File: src/rtl/motor_pwm_pkg.sv
// Shared types and helpers for the motor PWM generator: FSM states, default
// widths and the drive-magnitude saturation function.
package motor_pwm_pkg;

    localparam int unsigned DIN_W_DEF = 14;
    localparam int unsigned CNT_W_DEF = 13;

    typedef enum logic [1:0] {
        IDLE = 2'd0,
        RUN  = 2'd1,
        DEAD = 2'd2
    } state_e;

    // Clamp an absolute drive value to the PWM period length.
    function automatic logic [31:0] sat_mag(input logic [31:0] abs_val,
                                            input logic [31:0] limit);
        return (abs_val > limit) ? limit : abs_val;
    endfunction

endpackage

File: src/rtl/motor_pwm_gen_if.sv
// Drive-command / H-bridge bundle between the upstream filter and the PWM stage.
interface motor_pwm_gen_if
    import motor_pwm_pkg::*;
#(
    parameter int unsigned DIN_W = DIN_W_DEF
);
    logic             en;
    logic [DIN_W-1:0] din;
    logic             pwm;
    logic             dir;
    logic             coast;
    logic             sync;

    modport master (output en, din, input pwm, dir, coast, sync);
    modport slave  (input en, din, output pwm, dir, coast, sync);
endinterface

File: src/rtl/motor_pwm_conv.sv
// Combinational two's-complement drive value to sign/magnitude, with the
// magnitude clamped to one PWM period.
module motor_pwm_conv
    import motor_pwm_pkg::*;
#(
    parameter int unsigned DIN_W  = DIN_W_DEF,
    parameter int unsigned PERIOD = 8191,
    parameter int unsigned CNT_W  = CNT_W_DEF
) (
    input  logic [DIN_W-1:0] din,
    output logic [CNT_W-1:0] mag_c,
    output logic             sgn_c
);

    logic [DIN_W:0] din_ext;
    logic [DIN_W:0] abs_val;

    // One extra bit so the most negative input has a representable magnitude.
    always_comb begin
        din_ext = {din[DIN_W-1], din};
        abs_val = din[DIN_W-1] ? -din_ext : din_ext;
        mag_c   = CNT_W'(sat_mag(32'(abs_val), 32'(PERIOD)));
        sgn_c   = din[DIN_W-1];
    end

endmodule

File: src/rtl/motor_pwm_gen.sv
// Fixed-frequency PWM generator with direction line, dead-time insertion on
// reversal and a per-period sync strobe.
module motor_pwm_gen
    import motor_pwm_pkg::*;
#(
    parameter int unsigned DIN_W    = DIN_W_DEF,
    parameter int unsigned PERIOD   = 8191,
    parameter int unsigned DEAD_CYC = 64,
    parameter int unsigned CNT_W    = CNT_W_DEF
) (
    input logic              clk,
    input logic              rst,
    motor_pwm_gen_if.slave   bus
);

    localparam logic [CNT_W-1:0] PER_END  = CNT_W'(PERIOD - 1);
    localparam logic [CNT_W-1:0] DEAD_END = CNT_W'(DEAD_CYC - 1);

    state_e           state_q,    state_d;
    logic [CNT_W-1:0] cnt_q,      cnt_d;
    logic [CNT_W-1:0] mag_sh_q,   mag_sh_d;
    logic             dir_sh_q,   dir_sh_d;
    logic [CNT_W-1:0] pend_mag_q, pend_mag_d;
    logic             pend_sgn_q, pend_sgn_d;
    logic             pwm_q,      pwm_d;
    logic             coast_q,    coast_d;
    logic             sync_q,     sync_d;

    logic [CNT_W-1:0] mag_c;
    logic             sgn_c;

    motor_pwm_conv #(
        .DIN_W  (DIN_W),
        .PERIOD (PERIOD),
        .CNT_W  (CNT_W)
    ) u_conv (
        .din   (bus.din),
        .mag_c (mag_c),
        .sgn_c (sgn_c)
    );

    // Outputs are registered against the next state, so pwm/coast/sync line
    // up with the state they describe.
    always_comb begin
        state_d    = state_q;
        cnt_d      = cnt_q;
        mag_sh_d   = mag_sh_q;
        dir_sh_d   = dir_sh_q;
        pend_mag_d = pend_mag_q;
        pend_sgn_d = pend_sgn_q;
        pwm_d      = 1'b0;
        coast_d    = 1'b0;
        sync_d     = 1'b0;

        if (!bus.en) begin
            state_d = IDLE;
            cnt_d   = '0;
        end else begin
            unique case (state_q)
                IDLE: begin
                    mag_sh_d = mag_c;
                    dir_sh_d = sgn_c;
                    state_d  = RUN;
                    cnt_d    = '0;
                    sync_d   = 1'b1;
                end
                RUN: begin
                    pwm_d = (cnt_q < mag_sh_q);
                    if (cnt_q == PER_END) begin
                        cnt_d = '0;
                        // Reversal: hold the new command and coast first.
                        if ((mag_c != '0) && (sgn_c != dir_sh_q)) begin
                            state_d    = DEAD;
                            pend_mag_d = mag_c;
                            pend_sgn_d = sgn_c;
                            pwm_d      = 1'b0;
                            coast_d    = 1'b1;
                        end else begin
                            mag_sh_d = mag_c;
                            sync_d   = 1'b1;
                        end
                    end else begin
                        cnt_d = cnt_q + CNT_W'(1);
                    end
                end
                DEAD: begin
                    if (cnt_q == DEAD_END) begin
                        state_d  = RUN;
                        cnt_d    = '0;
                        mag_sh_d = pend_mag_q;
                        dir_sh_d = pend_sgn_q;
                        sync_d   = 1'b1;
                    end else begin
                        cnt_d   = cnt_q + CNT_W'(1);
                        coast_d = 1'b1;
                    end
                end
                default: begin
                    state_d = IDLE;
                    cnt_d   = '0;
                end
            endcase
        end
    end

    always_ff @(posedge clk) begin
        if (rst) begin
            state_q    <= IDLE;
            cnt_q      <= '0;
            mag_sh_q   <= '0;
            dir_sh_q   <= 1'b0;
            pend_mag_q <= '0;
            pend_sgn_q <= 1'b0;
            pwm_q      <= 1'b0;
            coast_q    <= 1'b0;
            sync_q     <= 1'b0;
        end else begin
            state_q    <= state_d;
            cnt_q      <= cnt_d;
            mag_sh_q   <= mag_sh_d;
            dir_sh_q   <= dir_sh_d;
            pend_mag_q <= pend_mag_d;
            pend_sgn_q <= pend_sgn_d;
            pwm_q      <= pwm_d;
            coast_q    <= coast_d;
            sync_q     <= sync_d;
        end
    end

    assign bus.pwm   = pwm_q;
    assign bus.dir   = dir_sh_q;
    assign bus.coast = coast_q;
    assign bus.sync  = sync_q;

endmodule

File: src/flat_wrapper.sv
// flat-port wrapper written by rule: the top's interface ports become plain ports
module motor_pwm_gen_flat import motor_pwm_pkg::*;
#(
    parameter int unsigned DIN_W    = DIN_W_DEF,
    parameter int unsigned PERIOD   = 8191,
    parameter int unsigned DEAD_CYC = 64,
    parameter int unsigned CNT_W    = CNT_W_DEF
)
  (clk, rst, bus_en, bus_din, bus_pwm, bus_dir, bus_coast, bus_sync);
  motor_pwm_gen_if #(.DIN_W(DIN_W)) bus_i ();
  input logic clk;
  input logic rst;
  input wire logic [$bits(bus_i.en)-1:0] bus_en;
  input wire logic [$bits(bus_i.din)-1:0] bus_din;
  output wire logic [$bits(bus_i.pwm)-1:0] bus_pwm;
  output wire logic [$bits(bus_i.dir)-1:0] bus_dir;
  output wire logic [$bits(bus_i.coast)-1:0] bus_coast;
  output wire logic [$bits(bus_i.sync)-1:0] bus_sync;
  assign bus_i.en = bus_en;
  assign bus_i.din = bus_din;
  assign bus_pwm = bus_i.pwm;
  assign bus_dir = bus_i.dir;
  assign bus_coast = bus_i.coast;
  assign bus_sync = bus_i.sync;
  motor_pwm_gen #(.DIN_W(DIN_W), .PERIOD(PERIOD), .DEAD_CYC(DEAD_CYC), .CNT_W(CNT_W)) u_core (.clk(clk), .rst(rst), .bus(bus_i));
endmodule
File: config.mk
export PLATFORM = sky130hd
export DESIGN_NAME = motor_pwm_gen_flat
export DESIGN_NICKNAME = d
export VERILOG_FILES = /design/src/rtl/motor_pwm_pkg.sv /design/src/rtl/motor_pwm_gen_if.sv /design/src/rtl/motor_pwm_conv.sv /design/src/rtl/motor_pwm_gen.sv /design/src/flat_wrapper.sv
export SDC_FILE = /design/constraint.sdc
export NUM_CORES = 1
export LEC_CHECK = 0
export ABC_AREA = 1
export ABC_CLOCK_PERIOD_IN_PS = 3500
export CELL_PAD_IN_SITES_DETAIL_PLACEMENT = 1
export CELL_PAD_IN_SITES_GLOBAL_PLACEMENT = 1
export CORE_ASPECT_RATIO = 1.75
export CORE_UTILIZATION = 40
export CTS_CLUSTER_DIAMETER = 100
export CTS_CLUSTER_SIZE = 20
export DETAILED_ROUTE_END_ITERATION = 8
export DONT_BUFFER_PORTS = 1
export GPL_TIMING_DRIVEN = 0
export HOLD_SLACK_MARGIN = 0.06
export PLACE_DENSITY = 0.7
export SYNTH_ARGS = -nofsm -noshare
export SYNTH_HDL_FRONTEND = slang
export SYNTH_HIERARCHICAL = 1
export SYNTH_SLANG_ARGS = --single-unit
File: constraint.sdc
create_clock -name clk -period 3.5 [get_ports clk]
set_clock_uncertainty 0.15 [all_clocks]
set_input_delay 0.7 -clock clk [delete_from_list [all_inputs] [get_ports clk]]
set_output_delay 0.7 -clock clk [all_outputs]
set_load 0.01 [all_outputs]
# After elaboration in Yosys (flattened, before gate mapping)
# Cells that the tools add are included.
[classes]
add_sub_neg = 2
n_lt_le_gt_ge = 2
n_eq_ne = 9
n_mux = 25
bitwise_logic = 2
reduce_logical = 11
[ops]
columns = ["cell", "n"]
rows = [
  ["$mux 13", 6],
  ["$pmux 13 s3", 1],
  ["$pmux 13 s2", 1],
  ["$gt 15x13->1 const B", 1],
  ["$mux 15", 1],
  ["$neg 15->15", 1],
  ["$add 13x1->13 const B", 1],
  ["$eq 13x13->1 const B", 1],
  ["$eq 13x6->1 const B", 1],
  ["$lt 13x13->1", 1],
  ["$reduce_bool 13->1", 1],
  ["$mux 1", 9],
  ["$mux 2", 3],
  ["$ne 2x1->1 const B", 3],
  ["$pmux 2 s3", 1],
  ["$reduce_and 3->1", 2],
  ["$reduce_and 5->1", 1],
  ["$pmux 1 s2", 2],
  ["$reduce_and 4->1", 1],
  ["$pmux 1 s3", 1],
  ["$reduce_bool 3->1", 1],
  ["$reduce_or 3->1", 1],
  ["$eq 2x1->1 const B", 1],
  ["$eq 2x2->1 const B", 1],
  ["other kinds (7)", 8],
]
[word_totals]
ff_bits = 46
in_bits = 17
output_inout_bits = 4

# Logic depth before layout (Yosys ltp)
# Gate-level depths: netlist of the first run.
[depth]
depth_word = 9
mapped_depth = 21
ltp_nobuf = 20

# Modules after synthesis
# Netlist of the first run, hierarchy kept.
[modules_own_cells]
columns = ["module", "instances", "cells_each", "area_each_um2", "seq_area_each_um2"]
rows = [
  ["motor_pwm_gen", 1, 360, 2553.7, 920.9],
  ["motor_pwm_conv", 1, 85, 421.7, 0.0],
]

# Worst setup path after synthesis of the first run
# No wires, ideal clock.
[synth_path]
path_type = "input -> register"
startpoint = "in bus_din[0]"
endpoint = "reg u_core.mag_sh_q[10]"
setup_time_ps = 115
arrival_ps = 2454
required_time_ps = 3235
path_slack_ps = 781
path_stages = 20
cell_sequence = "inv_1 ha_1 nand2_1 nor2_1 nand2_1 nand2_1 nand2_1 nand2_1 nand3_2 nor2_1 nand2_1 nor2_1 nand2_1 nand2_1 nand2_1 nand2_1 buf_2 nand3_1 nand2_1 nor2_1"
[synth_via]
elab_chain_len = 8
elab_cells_between_ends = 11
classes_between = "add/sub (1); order compare (1); eq/ne (1); mux (5); reduce/logical (3)"
[synth_lines]
columns = ["element", "line_no", "text"]
rows = [
  ["from (decl)", "flat_wrapper.sv:14", "input wire logic [$bits(bus_i.din)-1:0] bus_din;"],
  ["$neg 15->15", "motor_pwm_conv.sv:21", "abs_val = din[DIN_W-1] ? -din_ext : din_ext;"],
  ["$mux 15 *", "motor_pwm_conv.sv:21", ""],
  ["$gt 15x13->1", "motor_pwm_pkg.sv:17", "return (abs_val > limit) ? limit : abs_val;"],
  ["$mux 13 *", "motor_pwm_pkg.sv:17", ""],
  ["net u_core.mag_c[10]", "motor_pwm_gen.sv:29", "logic [CNT_W-1:0] mag_c;"],
  ["$reduce_bool 13->1", "motor_pwm_gen.sv:72", "if ((mag_c != '0) && (sgn_c != dir_sh_q)) begin"],
  ["$logic_and 1x1->1", "motor_pwm_gen.sv:72", ""],
  ["$ne 2x2->1 (no line)", "--", ""],
  ["$reduce_and 5->1 (no line)", "--", ""],
  ["to (signal assigned)", "motor_pwm_gen.sv:120", "mag_sh_q <= mag_sh_d;"],
  ["to (decl)", "motor_pwm_gen.sv:21", "logic [CNT_W-1:0] mag_sh_q, mag_sh_d;"],
]
# Mark *: on every way through the listed nets, which the timed path passes. The rest lies on a longest branch. The select of a mux whose other input is x is not followed.
# A chain may end at the register's enable or synchronous reset.

# Worst setup path in the final report of the first run
[layout_path]
startpoint = "in bus_din[0]"
endpoint = "reg u_core.pend_mag_q[5]"
[layout_via]
elab_chain_len = 7
[layout_lines]
columns = ["element", "line_no", "text"]
rows = [
  ["$neg 15->15", "motor_pwm_conv.sv:21", ""],
  ["$mux 15 *", "motor_pwm_conv.sv:21", ""],
  ["$gt 15x13->1", "motor_pwm_pkg.sv:17", ""],
  ["$mux 13 *", "motor_pwm_pkg.sv:17", ""],
  ["net u_core.mag_c[10]", "motor_pwm_gen.sv:29", ""],
  ["$reduce_bool 13->1 *", "motor_pwm_gen.sv:72", ""],
  ["$logic_and 1x1->1 *", "motor_pwm_gen.sv:72", ""],
  ["$reduce_and 4->1 (no line) *", "--", ""],
  ["to (signal assigned)", "motor_pwm_gen.sv:122", "pend_mag_q <= pend_mag_d;"],
  ["to (decl)", "motor_pwm_gen.sv:23", "logic [CNT_W-1:0] pend_mag_q, pend_mag_d;"],
]
# Mark *: on every way through the listed nets, which the timed path passes. The rest lies on a longest branch.

==> run metrics, run 1 <==
status complete, no violations; max-cap violations 0; DR pass1 iterations 4; postcts setup bufs 0; vias 2778; Final period util 89.0%; Synth area leader dfxtp_1; I/O pin cnt 21; wire length on met3 95 µm; Fill cells 957; area grow syn2layout 9.29%; antenna-violating nets left 0; dpl hpwl 6.72 mm; total gr overflow 0; Hold WC Path Type reg2reg; Post-Syn Area 2980 µm²; Worst Path Required 3.56 ns; Post-Synthesis Cells 445; Slew @ Worst Pin 0.477 ns; Setup WS pre-CTS 0.0610 ns; initial antenna violation count 0; clk root buf clkbuf_16; # hold bufs at CTS 0; Slew Limit Fails 0; drt wl/cell 14.9 µm; Synth Register Bits 46; DR vias/cell 5.16; share of cells above drive strength 1 8.41%; Critical Path Sink Type flop; fraction of registers with async set/reset 0%; Slew headroom 68.2%; main flop type after synthesis dfxtp_1; setup TNS 0 ns; Critical Path Max Stage Delay 0.38 ns; RSZ-0062 raised after global routing no; endpoints failing setup 0; CTS tree done; number of global-route vias before repair 2880; # diodes 0; P_leak 1.43 nW; post_cts resized 0; FP Rows 41; worst-path cell chain inv_1, ha_1, nand2_1, nor2_1, nand2_1, nand2_1, nand2_1, nand2_1, nand3_2, nor2_1, nand2_1, nor2_1, nand2_1, nand3_1, clkbuf_1, o21ai_0, a21oi_1; Peak supply drop 202 µV; WHS 0.327 ns; CTS Buf Count 5; min cycle time layout 3.11 ns; synth warn 6; Chip Height 116 µm; Fin. Hold Viols 0; multi-input logic area 1770 µm²; CTS H-tree depth 2; global-route wire length before repair 13.4 mm; Post-Layout Inst Area 3250 µm²; Longest Clk Path Bufs 2; CP Max Fanout 10; Synth Net Count 481; Total GRT Usage 23.2%; clock tree sinks 46; Worst Path Arrival 3.18 ns; Die Wd 67.2 µm; EDFF count, synth 0; routed length on met1 2.82 mm; clk_lat worst skew 0.28 ns; Crit-path slowest cell clkbuf_1; Residual DRC 0; Seq/Total Area, Yosys 31.0%; post-synth top area share 31.0%; Pwr Density 399 nW/µm²; effective utilization at floorplan 41.4%; top cells by count, synth nand2_1 (112), nor2_1 (64), inv_1 (49); count leader, synth nand2_1; GP Congestion 0.821; Critical Path Source Type input pin; setup ws final 0.385 ns; clock slew seen by the registers of the worst setup and hold paths 0.06 ns; synthesized area per cell 6.69 µm²; largest net degree at the start of global routing 14; nets@finish 488; starting DRC count in detailed routing 46; final wirelength 8.01 mm; Peak Freq 0.321 GHz; Cell Area, Placed 3080 µm²; met2 wire len 4.91 mm; synth top area cells dfxtp_1 (31%), nand2_1 (14%), nor2_1 (8.1%); Die ar. 7800 µm²; Register Area 921 µm²; uppermost layer routed met4; Port Buf Inserts 0; kind of critical path in2reg; Synth cell types 32; core box area 7180 µm²; Crit path top cell by count nand2_1
layout make-up:
| class | instances | share of cell area (%) |
|---|---|---|
| multi-input cells | 333 | 54.4 |
| flip-flops and latches | 46 | 28.3 |
| inverters | 51 | 5.89 |
| clock buffers | 6 | 4.27 |
| well taps | 86 | 3.31 |
| plain buffers | 15 | 2.85 |
| clock inverters | 1 | 0.923 |
path summary, 6_finish.rpt:
kind / from / endpoint / slack (ns) / cells past startpoint
max: bus_din[0] / u_core/pend_mag_q[5]$_SDFFE_PP0P_ / 0.39 / 17
min: u_core/pend_mag_q[10]$_SDFFE_PP0P_ / u_core/pend_mag_q[10]$_SDFFE_PP0P_ / 0.33 / 2
max reg2reg: u_core/state_q[0]$_SDFFE_PP0P_ / u_core/mag_sh_q[7]$_SDFFE_PP0P_ / 1.34 / 10
min reg2reg: u_core/pend_mag_q[10]$_SDFFE_PP0P_ / u_core/pend_mag_q[10]$_SDFFE_PP0P_ / 0.33 / 2
report_power, final:
group / internal [W] / switching (W) / total (W)
Sequential: 0.000543 / 0.00000973 / 0.000553
Combinational: 0.0000683 / 0.000130 / 0.000199
Clock: 0.000352 / 0.000195 / 0.000547
Total: 0.000964 / 0.000335 / 0.00130
per-layer routing:
layer,vias up,global-route usage (%)
li1,1427,-
met1,1315,21.3
met2,26,48.5
met3,10,2.73
met4,0,8.51
met5,-,0
logic make-up (layout without fill, tap and decap cells):
logic type               count (synthesis)  after routing  synth area share (%)
buffers and inverters                   66             73                  9.55
flip-flops                              46             46                  31.0
XOR/XNOR                                11             11                  3.24
adder cells (fa/ha/maj)                 19             19                  7.99
AO/OA/AOI/OAI                           61             61                  10.6
AND/OR/NAND/NOR                        235            235                  35.3
multiplexers                             7              7                  2.36
placed cells by master (no fill, tap or decap), types with 3 or more instances in the layout:
cell type  instances
mux2i_1            7
nand3_1           29
nand2_2            4
nand4_1            4
clkbuf_1           5
inv_1             49
nand2_1          112
clkbuf_16          5
buf_2              5
nor2_2             3
nor2_1            64
o21ai_0           26
dfxtp_1           46
a21oi_1           31
nor3_1             3
xor2_1             9
ha_1              19
nand3_2            5
buf_6              3
nor3b_1            3
registers in the layout, indices dropped and copies added (netlist names):
signal and cells:
u_core/state_q 2, u_core/pend_mag_q 13, u_core/bus.dir 1, u_core/bus.pwm 1
u_core/bus.coast 1, u_core/bus.sync 1, u_core/cnt_q 13, u_core/pend_sgn_q 1
u_core/mag_sh_q 13
per-stage QoR:
| step | util, % | total power (W) | std cells |
|---|---|---|---|
| after floorplan | - | 0.000715 | 445 |
| after global placement | 42.9 | 0.000759 | 531 |
| after detailed placement | 42.9 | 0.000766 | 531 |
| after CTS | 45.3 | 0.00132 | 538 |
| after global routing | 45.3 | 0.00136 | 538 |
| final | 45.3 | 0.00130 | 538 |
worst max-delay path: cells and delay by family:
kind	cells	cell delay, ns
AO/OA/AOI/OAI	2	0.31
adder cells (fa/ha/maj)	1	0.18
buffers and inverters	2	0.47
AND/OR/NAND/NOR	12	1.51
Power figures use the tool's default switching activity.
==> run 2, diff against run 1 <==
--- a/config.mk
+++ b/config.mk
@@ -6,7 +6,7 @@
 export NUM_CORES = 1
 export LEC_CHECK = 0
 export ABC_AREA = 1
-export ABC_CLOCK_PERIOD_IN_PS = 3500
+export ABC_CLOCK_PERIOD_IN_PS = 3300
 export CELL_PAD_IN_SITES_DETAIL_PLACEMENT = 1
 export CELL_PAD_IN_SITES_GLOBAL_PLACEMENT = 1
 export CORE_ASPECT_RATIO = 1.75
@@ -18,6 +18,7 @@
 export GPL_TIMING_DRIVEN = 0
 export HOLD_SLACK_MARGIN = 0.06
 export PLACE_DENSITY = 0.7
+export SETUP_SLACK_MARGIN = 0.15
 export SYNTH_ARGS = -nofsm -noshare
 export SYNTH_HDL_FRONTEND = slang
 export SYNTH_HIERARCHICAL = 1
==> constraint.sdc (replaced) <==
create_clock -name clk -period 3.3 [get_ports clk]
set_clock_uncertainty 0.15 [all_clocks]
set_input_delay 0.66 -clock clk [delete_from_list [all_inputs] [get_ports clk]]
set_output_delay 0.66 -clock clk [all_outputs]
set_load 0.01 [all_outputs]
==> run metrics, run 2 (synthesized netlist as in run 1, its figures left out) <==
status complete, no violations; switching power share of the total 25.8%; area grow syn2layout 9.84%; total power 0.00138 W; Placed Cells 531; Total GRT Usage 23.2%; internal reg-to-reg setup slack 1.21 ns; clock slew seen by the registers of the worst setup and hold paths 0.06 ns; vias 2780; clk root buf clkbuf_16; commonest non-fill, non-tap cell in the layout nand2_1; clock network power share 42.1%; Final period util 87.2%; highest-count cells in the layout ignoring fill and taps nand2_1 (110), nor2_1 (63), inv_1 (49), dfxtp_1 (46), a21oi_1 (31); Peak Freq 0.348 GHz; CTS Buf Count 5; P_leak 1.43 nW; Sw Pwr 0.000357 W; DR pass1 iterations 4; DR vias/cell 5.17; top flop regs u_core/cnt_q: 13 flops, u_core/mag_sh_q: 13 flops, u_core/pend_mag_q: 13 flops; multi-input logic area 1780 µm²; Critical Path Source Type input pin; Residual DRC 0; Longest Clk Path Bufs 2; CTS tree done; share of total power in sequential cells 42.4%; initial antenna violation count 0; kind of critical path in2reg; # hold bufs at CTS 0; Top Family by Delay on Critical Path simple AND/OR/NAND/NOR gates; Pwr Density 423 nW/µm²; final wirelength 8.01 mm; starting DRC count in detailed routing 46; Crit path top cell by count nand2_1; Worst Path Required 3.33 ns; Die ar. 7800 µm²; WHS 0.327 ns; internal power 0.00102 W; global-route wire length before repair 13.4 mm; share of cells above drive strength 1 9.29%; drt wl/cell 14.9 µm; antenna-violating nets left 0; Crit-path slowest cell nor2_1; total gr overflow 0; Register Area 921 µm²; Slew @ Worst Pin 0.477 ns; clk_lat worst skew 0.28 ns; CTS H-tree depth 2; Fill cells 956; max-cap violations 0; postcts setup bufs 0; nets@finish 488; setup TNS 0 ns; number of buffers and inverters on the critical path 2; Peak supply drop 215 µV; largest net degree at the start of global routing 14; endpoints failing setup 0; Chip Height 116 µm; Hold WC Path Type reg2reg; Port Buf Inserts 0; Slew headroom 68.2%; CP Max Fanout 10; FP Rows 41; core box area 7180 µm²; Die Wd 67.2 µm; min cycle time layout 2.88 ns; GP Congestion 0.821; Final Instance Count excl. Fillers 538; Critical Path Max Stage Delay 0.19 ns; Worst Path Arrival 2.90 ns; # diodes 0; Slew Limit Fails 0; post_cts resized 0; worst-path cell chain inv_1, ha_1, nand2_1, nor2_2, nand2_1, nand2_2, nand2_1, nand2_1, nand3_2, nor2_1, nand2_1, nor2_1, nand2_1, nand2_1, nand2_1, nand2_4, nand2_2, buf_6, nor2_1, nor2_1; number of global-route vias before repair 2880; clock tree sinks 46; Critical Path Sink Type flop; dpl hpwl 6.72 mm; Comb pwr share 15.5%; RSZ-0062 raised after global routing no; Fin. Hold Viols 0; effective utilization at floorplan 41.4%; I/O pin cnt 21
[run 2: changes by cell type in the layout (fill, tap and decap cells not counted), sizes merged]
cell	delta
clkbuf	+1
buf	-1
[run 2: through the flow]
stage	worst slack [ns]	utilization [%]	cell area, µm²
after floorplan	0.621	-	2980
after global placement	-0.0499	42.9	3080
after detailed placement	-0.0990	42.9	3080
after CTS	0.200	45.3	3250
after global routing	0.180	45.5	3270
final	0.424	45.5	3270
[run 2: power by group through the flow]
stage | Clock (W) | Sequential, W | Combinational [W]
floorplan | 0 | 0.000596 | 0.000162
CTS | 0.000595 | 0.000586 | 0.000215
finish | 0.000581 | 0.000586 | 0.000214
global route | 0.000616 | 0.000588 | 0.000246
detailed placement | 0 | 0.000599 | 0.000213
global placement | 0 | 0.000598 | 0.000207
[run 2: worst paths after layout]
path,start,to,depth (start not counted)
setup / recovery,bus_din[0],u_core/mag_sh_q[12]$_SDFFE_PP0P_,20
hold / removal,u_core/pend_mag_q[10]$_SDFFE_PP0P_,u_core/pend_mag_q[10]$_SDFFE_PP0P_,2
setup reg to reg,u_core/state_q[0]$_SDFFE_PP0P_,u_core/mag_sh_q[7]$_SDFFE_PP0P_,10
hold reg to reg,u_core/pend_mag_q[10]$_SDFFE_PP0P_,u_core/pend_mag_q[10]$_SDFFE_PP0P_,2
[run 2: final cells by class]
| cell class | count | area share (%) |
|---|---|---|
| sequential | 46 | 28.2 |
| clock inverter | 1 | 0.919 |
| tap | 86 | 3.29 |
| multi-input combinational | 333 | 54.6 |
| inverter | 51 | 5.86 |
| buffer | 15 | 2.95 |
| clock buffer | 6 | 4.25 |
[run 2: metal layers]
layer / global-route usage, % / routed length, µm / vias up
li1: - / - / 1426
met1: 21.3 / 2820 / 1319
met2: 48.5 / 4920 / 25
met3: 2.73 / 91 / 10
met4: 8.51 / 183 / 0
met5: 0 / 0 / -
[run 2: tightest hold or removal path, stage by stage (launching register included)]
cell and delay, ns:
dfxtp_1 0.31, o21ai_0 0.07, a21oi_1 0.06
